`src/rtl/control_unit.sv`:
```
// control_unit
// Decodes the datapath opcode into its control strobes and supervises execution.
// The supervision covers a RUN/HALT state machine, a sticky illegal-opcode flag
// and a saturating retired-instruction counter.
//
// Ports:
//   clk      - clock, rising edge
//   reset    - asynchronous, active-high reset
//   Opcode   - instruction[15:10] from the datapath
//   zero     - ALU zero flag from the datapath
//   s_inc    - PC source: 1 = PC+1, 0 = jump_addr
//   s_inm    - 1 = immediate operand / read port 1 from WA3
//   we       - register-file write enable
//   wez      - zero-flag write enable
//   ALUOp    - ALU operation
//   halted   - 1 while in HALT
//   illegal  - sticky illegal-opcode flag
//   retired  - saturating count of instructions retired in RUN
module control_unit #(
  parameter int CNT_W           = 16,
  parameter bit TRAP_ON_ILLEGAL = 1'b0
) (
  input  logic             clk,
  input  logic             reset,
  input  logic [5:0]       Opcode,
  input  logic             zero,
  output logic             s_inc,
  output logic             s_inm,
  output logic             we,
  output logic             wez,
  output logic [2:0]       ALUOp,
  output logic             halted,
  output logic             illegal,
  output logic [CNT_W-1:0] retired
);

  typedef enum logic {
    RUN  = 1'b0,
    HALT = 1'b1
  } state_t;

  state_t state, next_state;

  logic       dec_s_inc;
  logic       dec_s_inm;
  logic       dec_we;
  logic       dec_wez;
  logic [2:0] dec_alu;
  logic       op_illegal;
  logic       op_halt;

  // Pure instruction decode, independent of state and reset. Illegal codes
  // fall through with the NOP defaults so they execute harmlessly.
  always_comb begin
    dec_s_inc  = 1'b1;
    dec_s_inm  = 1'b0;
    dec_we     = 1'b0;
    dec_wez    = 1'b0;
    dec_alu    = 3'b000;
    op_illegal = 1'b0;
    op_halt    = 1'b0;
    if (!Opcode[5]) begin
      // Reg-reg ALU op; Opcode[1:0] belong to RA1 and are not decoded.
      dec_we  = 1'b1;
      dec_wez = 1'b1;
      dec_alu = Opcode[4:2];
    end else if (!Opcode[4]) begin
      case (Opcode[3:2])
        2'b00:   dec_alu = 3'b000;
        2'b01:   dec_alu = 3'b010;
        2'b10:   dec_alu = 3'b011;
        default: op_illegal = 1'b1;
      endcase
      if (Opcode[3:2] != 2'b11) begin
        dec_s_inm = 1'b1;
        dec_we    = 1'b1;
        dec_wez   = 1'b1;
      end
    end else begin
      case (Opcode[3:0])
        4'b0000: dec_s_inc = 1'b0;
        4'b0001: dec_s_inc = ~zero;
        4'b0010: dec_s_inc = zero;
        4'b0011: begin
          dec_s_inc = 1'b0;
          op_halt   = 1'b1;
        end
        4'b1111: dec_s_inc = 1'b1;
        default: op_illegal = 1'b1;
      endcase
    end
  end

  always_ff @(posedge clk or posedge reset) begin
    if (reset) state <= RUN;
    else       state <= next_state;
  end

  // HALT is only left through reset.
  always_comb begin
    next_state = state;
    if (state == RUN && (op_halt || (TRAP_ON_ILLEGAL && op_illegal)))
      next_state = HALT;
  end

  // Reset overrides combinationally so an in-flight write is aborted at once.
  always_comb begin
    s_inc  = 1'b1;
    s_inm  = 1'b0;
    we     = 1'b0;
    wez    = 1'b0;
    ALUOp  = 3'b000;
    halted = (state == HALT);
    if (!reset) begin
      if (state == HALT) begin
        s_inc = 1'b0;
      end else begin
        s_inc = dec_s_inc;
        s_inm = dec_s_inm;
        we    = dec_we;
        wez   = dec_wez;
        ALUOp = dec_alu;
      end
    end
  end

  always_ff @(posedge clk or posedge reset) begin
    if (reset)
      illegal <= 1'b0;
    else if (state == RUN && op_illegal)
      illegal <= 1'b1;
  end

  // Every RUN cycle retires one instruction, including HALT and illegal ones.
  always_ff @(posedge clk or posedge reset) begin
    if (reset)
      retired <= '0;
    else if (state == RUN && retired != {CNT_W{1'b1}})
      retired <= retired + CNT_W'(1);
  end

endmodule

```
`config.mk`:
```
export PLATFORM = sky130hd
export DESIGN_NAME = control_unit
export DESIGN_NICKNAME = d
export VERILOG_FILES = /design/src/rtl/control_unit.sv
export SDC_FILE = /design/constraint.sdc
export NUM_CORES = 1
export LEC_CHECK = 0
export CAP_MARGIN = 20
export CORE_MARGIN = 2
export CORE_UTILIZATION = 50
export CTS_BUF_LIST = sky130_fd_sc_hd__clkbuf_8
export DETAILED_ROUTE_END_ITERATION = 8
export HOLD_SLACK_MARGIN = 0.08
export PLACE_DENSITY = 0.86
export REMOVE_ABC_BUFFERS = 1
export SETUP_SLACK_MARGIN = 0.4
export SLEW_MARGIN = 20
export SYNTH_ARGS = -nofsm -noshare
export SYNTH_HDL_FRONTEND = slang
export SYNTH_SLANG_ARGS = --single-unit
```
`constraint.sdc`:
```
create_clock -name clk -period 2.6 [get_ports clk]
set_clock_uncertainty 0.15 [all_clocks]
set_input_delay 0.52 -clock clk [delete_from_list [all_inputs] [get_ports clk]]
set_output_delay 0.52 -clock clk [all_outputs]
set_load 0.01 [all_outputs]
```
### After elaboration in Yosys (flattened, before gate mapping)

Cells that the tools add are included.

* register bits: 18
* output and inout bits: 25
* logic and storage cells: 47

* $add $sub $neg: 1
* equality and inequality tests: 8
* multiplexer cells: 25
* bitwise operators: 2
* reductions and logical operators: 8

Operator list (number)
* 1-bit 2-to-1 mux: 19
* 16-bit by 1-bit adder with 16-bit output (second input constant): 1
* 16-bit inequality test (second input constant): 1
* 3-bit 2-to-1 mux: 3
* 4-bit by 2-bit equality test with 1-bit output (second input constant): 2
* 5-bit OR reduction: 1
* 4-bit by 1-bit equality test with 1-bit output (second input constant): 1
* 4-bit equality test (second input constant): 1
* 4-bit zero test: 1
* 2-bit one-hot mux with 2 select lines: 1
* 1-bit logical AND: 3
* 1-bit one-hot mux with 3 select lines: 1
* 3-bit OR reduction: 1
* 2-bit by 1-bit equality test with 1-bit output (second input constant): 1
* 2-bit equality test (second input constant): 1
* 2-bit zero test: 1
* 2-bit 2-to-1 mux: 1
* 2-bit inequality test (second input constant): 1
* 1-bit inverter: 2
* 2-bit OR reduction: 1

### Logic depth before layout (Yosys ltp)

* depth after elaboration: 7
* gate-level depth with buffers: 5
* depth with buffers taken out: 5

### Least setup slack after synthesis

OpenSTA, ideal clock, no wires.

* kind: input port to output port
* start point: input port reset
* end point: output port s_inm
* arrival: 1.612 ns
* data required time: 1.930 ns
* slack: 0.318 ns
* cell stages on the path: 3
* path through: inv_1 > nand2_1 > nor4b_1

* cells in the longest elaborated chain, start to end: 1

Ends and longest elaborated chain
* start: declaration: line 24 `input logic reset,`
* 1-bit 2-to-1 mux: line 114 `if (!reset) begin`
* end: declaration: line 28 `output logic s_inm,`

No other way between the ends.

### Worst setup path in the final report

* start point: input port reset
* end point: output port s_inc

* cells in the longest elaborated chain, start to end: 1

Ends and longest elaborated chain
* 1-bit 2-to-1 mux: line 114
* end: declaration: line 27 `output logic s_inc,`

No other way between the ends.

==> impl_metrics.tcl <==
set metrics [dict create \
    clkTransAtPathRegs_ns 0.07 \
    io_buffer_count 33 \
    synth_warnings 0 \
    antenna_found_initial 0 \
    drt_wl_total_um 2680 \
    cts_tree "done" \
    grt_pass1_wl_um 4620 \
    ant_nets 0 \
    post_dp_cell_area_sq_um 1520 \
    hp-class "flop to flop" \
    insertion_delay_ns 0.26 \
    first_pass_iters 4 \
    design_area_sq_um 1570 \
    ys_ff_latch 18 \
    placed_cells 170 \
    end_kind "output port" \
    grt_util_all_layers_pct 24.7 \
    wl_per_cell_um 15.2 \
    ys_seq_area_share_pct 42.2 \
    maxSlewViolCount 0 \
    clock_sinks 18 \
    avgSynthCellArea_sq_um 10.8 \
    cap_violations 0 \
    drc_errors 0 \
    path_delay_family "buffers and inverters" \
    r2r-start "retired[0]" \
    critical_path.max_fanout 2 \
    path_cells "clkdlybuf4s50_1 -> inv_2 -> buf_6 -> buf_4 -> o21ai_2 -> buf_2" \
    drt_iter0_markers 13 \
    cp.buffers_inverters 5 \
    die_area_sq_um 2520 \
    coreArea_sq_um 1980 \
    synth_top_flop_cell "dfrtp_1" \
    synth-edff-count 0 \
    initial_core_util_pct 53.9 \
    n_antenna_cell 0 \
    pre_cts_ws_ns -0.358 \
    slew_headroom_pct 73.8 \
    synth_cell_types 32 \
    finalCritPeriodShare_pct 82.9 \
    grt_overflow 0 \
    hold_buffers 0 \
    grt_pass1_vias 1008 \
    postLayoutCoreUtil_pct 79.4 \
    holdWs_ns 0.325 \
    fillers 125 \
    nets 165 \
    grt_start_max_net_pins 11 \
    powerDensity_nw_per_um2 362 \
    setup_viol 0 \
    root_buffer "clkbuf_8" \
    vias_per_cell 5.56 \
    cts_buffer_depth 2 \
    start_kind "primary input" \
    rsz0062_at_grt "no" \
    arrival_ns 1.49 \
    max_freq_mhz 464 \
    cpMaxStageDelayCell "clkdlybuf4s50_1" \
    dieHeight_um 50.2 \
    synth_area_sq_um 1070 \
    stdcell_count 176 \
    reg2reg_slack_ns 0.63 \
    num_io_pins 34 \
    min_period_ns 2.16 \
    slowest_delay_ns 0.47 \
    tightest_slew_ns 0.394 \
    finalSetupTns_ns 0 \
    gp_congestion 0.778 \
    num_rows 16 \
    areaGrowthSynthToFinish_pct 47.5 \
    crit_required_ns 1.93 \
    p_total_uw 569 \
    setup_slack_ns 0.445 \
    p_leak_nw 0.711 \
    cts_made_buffers 3 \
    die_width_um 50.2 \
    status "completed" \
    hold_viol_final 0 \
    hpwl_um 2000 \
    crit_start "reset" \
    crit_type "primary input to output port" \
    h-tree-depth 1 \
    synthCells 99 \
    ir_worst_vdd_mv 0.326 \
    synth-async-reset-ratio_pct 100 \
    vias 978 \
    drive_gt1_share_pct 31.5 \
    hp-start "illegal" \
]
-- timing repair --
action,in CTS,in global routing
setup endpoints to repair,7,7
hold endpoints to repair,0,0
buffers inserted,2,0
gates resized for setup,46,11
pin swaps,2,0
-- layout by cell type, fill, tap and decap left out, types with 2 or more instances in the layout --
cell type / synthesis / final
buf_2: 0 / 8
inv_2: 0 / 2
o21ai_2: 0 / 2
ha_1: 6 / 4
nand3_1: 6 / 6
dfrtp_1: 18 / 18
nand3b_1: 4 / 4
nand2_1: 7 / 6
buf_4: 1 / 14
and3_1: 3 / 3
xor2_1: 2 / 2
and4_1: 2 / 2
mux2_2: 2 / 2
o21ai_0: 5 / 3
xnor2_1: 12 / 12
nor2b_2: 0 / 2
nand4_1: 8 / 8
clkdlybuf4s50_1: 0 / 19
ha_2: 0 / 2
dlygate4sd2_1: 0 / 5
clkbuf_8: 0 / 4
inv_1: 4 / 2
-- state kept, by name (all words and copies together) (netlist names) --
| register | flops |
|---|---|
| halted | 1 |
| retired | 16 |
| illegal | 1 |
-- cells by family after synthesis --
group	Yosys count	synth area share, %
flip-flops	18	42.2
AND/OR/NAND/NOR	41	25.1
buffers and inverters	6	2.46
multiplexers	2	2.11
adder cells (fa/ha/maj)	6	7.03
XOR/XNOR	14	11.5
AO/OA/AOI/OAI	12	9.61
-- power by group --
group	internal (mW)	switching [mW]	leakage [nW]	total [mW]
clock network	0.135	0.0964	0.0288	0.231
logic	0.0300	0.0279	0.435	0.0580
registers	0.280	0	0.246	0.280
total	0.445	0.124	0.711	0.569
-- metal layers --
metal  GRT usage [%]  wire, um  up-vias
met1            27.3      1080      475
met2            43.9      1410       34
met4            14.4        86        0
met5               0         0        -
met3            4.46       106        6
li1                -         -      463
-- synth_stat cells (2+ instances only) --
cell type  count  area share [%]
dfrtp_1       18              42
xnor2_1       12             9.8
nand4_1        8             4.7
nand2_1        7             2.5
ha_1           6             7.0
nand3_1        6             2.8
o21ai_0        5             2.3
inv_1          4             1.4
nand3b_1       4             2.8
and3_1         3             1.8
and4_1         2             1.6
mux2_2         2             2.1
nor2b_1        2             1.2
xor2_1         2             1.6
-- final cells by class --
| class | instances | area [sq um] | share of cell area [%] |
|---|---|---|---|
| clock buffers | 4 | 55.1 | 3.50 |
| inverters | 4 | 15.0 | 0.954 |
| multi-input cells | 75 | 624 | 39.7 |
| flip-flops and latches | 18 | 450 | 28.6 |
| well taps | 27 | 33.8 | 2.15 |
| repair buffers | 48 | 395 | 25.1 |
-- worst reg2reg max path, stage by stage (launching register included) --
cell and delay [ns]:
dfrtp_1 0.44, ha_1 0.26, and4_1 0.24, a41oi_2 0.38, mux2_2 0.38
-- worst paths after layout --
check                           cells past startpoint          to
min in group asynchronous                           5      halted
worst max-delay path                                6       s_inc
worst min-delay path                                1     illegal
worst max register to register                      4  retired[1]
max in group asynchronous                           6  retired[3]
worst min register to register                      1     illegal
(Power assumes the default switching activity.)
==> patch: new RTL, config.mk and constraints unchanged <==
Make the reset (`reset`) synchronous in 3 clocked blocks. Comments in the files are not updated.
--- a/src/rtl/control_unit.sv
+++ b/src/rtl/control_unit.sv
@@ -91,7 +91,7 @@
     end
   end
 
-  always_ff @(posedge clk or posedge reset) begin
+  always_ff @(posedge clk) begin
     if (reset) state <= RUN;
     else       state <= next_state;
   end
@@ -124,7 +124,7 @@
     end
   end
 
-  always_ff @(posedge clk or posedge reset) begin
+  always_ff @(posedge clk) begin
     if (reset)
       illegal <= 1'b0;
     else if (state == RUN && op_illegal)
@@ -132,7 +132,7 @@
   end
 
   // Every RUN cycle retires one instruction, including HALT and illegal ones.
-  always_ff @(posedge clk or posedge reset) begin
+  always_ff @(posedge clk) begin
     if (reset)
       retired <= '0;
     else if (state == RUN && retired != {CNT_W{1'b1}})
Check against the original RTL: differs if reset is asserted again (counterexample within 4 cycles, from zero or initial values and one cycle with reset high); with reset held inactive, the same outputs for 10 cycles.
==> patch against the original RTL <==
  * Cell area is 1.2% lower
  * Routed wire length is 8.2% higher
  * Setup slack better by 0.020 ns
  * Global-route usage is 0.49 points higher
  * Sequential cell count stayed put
  * Via count is 22% higher
  * Worst hold slack better by 0.055 ns
  * Total power is 7.8% higher
  * Synthesized cell count is 32% higher
  * Critical path depth stayed put
  * Sequential power is 4% higher
  * Sequential share of layout area is 5.4 points lower
  * Area after synthesis is 0.70% lower
==> patch: results (changes against the original RTL) <==
# Post-CTS Setup Buffers: 0 (-2)
Routed WL: 2.90 mm (+8.2%)
synthesis warning total: 0 (unchanged)
Vias/cell: 5.85 (+5.3%)
clock buffer depth: 2 (unchanged)
peak supply drop: 392 uV (+20%)
outcome: complete, no violations
pre-CTS setup slack: -0.240 ns (+0.118 ns)
Post-DP HPWL: 2.08 mm (+4.0%)
Seq/Total Area, Yosys: 34.0% (-8.2 points)
Most flops, register: retired
distinct cell type count after synthesis: 33 (+3.1%)
Total GRT Usage: 25.2% (+0.49 points)
Antenna diodes: 0 (unchanged)
placed cell area: 1510 sq um (-0.66%)
Post-Syn Instances: 131 (+32%)
fillers: 138 (+10%)
Slew headroom: 79.3% (+5.6 points)
Port Buf Inserts: 33 (unchanged)
Hold Path Class: reg -> reg
fin cells: 204 (+16%)
CTS clock-pin slew for the worst setup and hold paths: 0.06 ns
Root Driver: clkbuf_8
Max H-tree Level: 1 (unchanged)
most frequent cells after synthesis: dfxtp_1, a21oi_1, nand3_1
Post-synth ARST share: 0% (-100 points)
largest net degree at the start of global routing: 20 (+9)
Largest register FFs: 16 (unchanged)
leakage: 0.000608 uW (-14%)
initial antenna violation count: 0 (unchanged)
global placement routability congestion: 0.831 (+6.8%)
first-pass GRT wire length: 4.97 mm (+7.6%)
total grt overflow: 0 (unchanged)
Slowest cell on crit path: dlygate4sd2_1
slowest stage delay, CP: 0.26 ns (-0.21 ns)
Synth area leaders: dfxtp_1, a21oi_1, ha_1
layout cells sized above 1: 22.6% (-8.9 points)
maximum fanout along the worst path: 4 (+2)
switching power: 146 uW (+17%)
Register Area: 362 sq um (-20%)
Crit path max-delay family: buffers and inverters
nets: 193 (+17%)
CP Data Arrival Time: 1.47 ns (-0.02 ns)
first-pass detailed-route iteration total: 4 (unchanged)
Num CTS Buffers: 3 (unchanged)
initial DRC count: 31 (+18)
vias in the first global route: 1103 (+9.4%)
clk_lat worst skew: 0.25 ns
==> patch: final timing paths <==
check                                              from                  endpoint  slack, ns  cells after the start
worst min-delay path            retired[8]$_SDFFE_PP0P_   retired[8]$_SDFFE_PP0P_       0.38                      2
worst max-delay path                              reset                        we       0.46                      6
worst min register to register  retired[8]$_SDFFE_PP0P_   retired[8]$_SDFFE_PP0P_       0.38                      2
worst max register to register  retired[5]$_SDFFE_PP0P_  retired[15]$_SDFFE_PP0P_       0.57                      4
==> patch: kinds of logic after synthesis <==
family                     synth area share, %
buffers and inverters                     5.20
AOI/OAI and AO/OA                         19.7
xor gates and xnor gates                 0.827
muxes                                     3.07
and+or+nand+nor                           30.1
adders and majority gates                 7.08
DFF                                       34.0
==> patch: metrics by stage <==
| stage | hold slack, ns | TNS, ns | total power (uW) |
|---|---|---|---|
| 3_3_place_gp | 0.339 | -0.889 | 391 |
| 5_1_grt | 0.405 | 0 | 637 |
| 4_1_cts | 0.376 | 0 | 614 |
| 2_1_floorplan | 0.364 | 0 | 327 |
| 3_5_place_dp | 0.367 | -1.19 | 395 |
| 6_report | 0.380 | 0 | 613 |
==> patch: metal layers <==
layer,share of wire [%],GRT usage [%],vias up
li1,-,-,585
met3,3.9,4.85,4
met2,51,43.9,39
met4,1.0,7.41,0
met5,0,0,-
met1,44,31.0,566
==> patch: power groups by stage <==
stage | combinational (uW) | sequential (uW) | clock, uW
global route | 106 | 291 | 239
finish | 97.8 | 290 | 225
global placement | 96.4 | 295 | 0
detailed placement | 99.1 | 296 | 0
floorplan | 30.1 | 297 | 0
CTS | 97.5 | 290 | 227
==> patch: worst register-to-register path: stages, from the launching register on <==
cell	delay, ns
dfxtp_1	0.44
nand4_2	0.22
or3_4	0.44
nor4_1	0.33
mux2_1	0.35
==> patch: what timing repair did <==
action	CTS	global route
gates resized for setup	45	5
pin swaps	3	0
endpoints found under the setup margin	7	5
==> patch: layout make-up <==
| cell class | instances | area share, % |
|---|---|---|
| Multi-Input combinational cell | 100 | 43.4 |
| Timing Repair Buffer | 48 | 25.9 |
| Sequential cell | 18 | 23.3 |
| Clock buffer | 4 | 3.54 |
| Tap cell | 27 | 2.17 |
| Inverter | 7 | 1.69 |
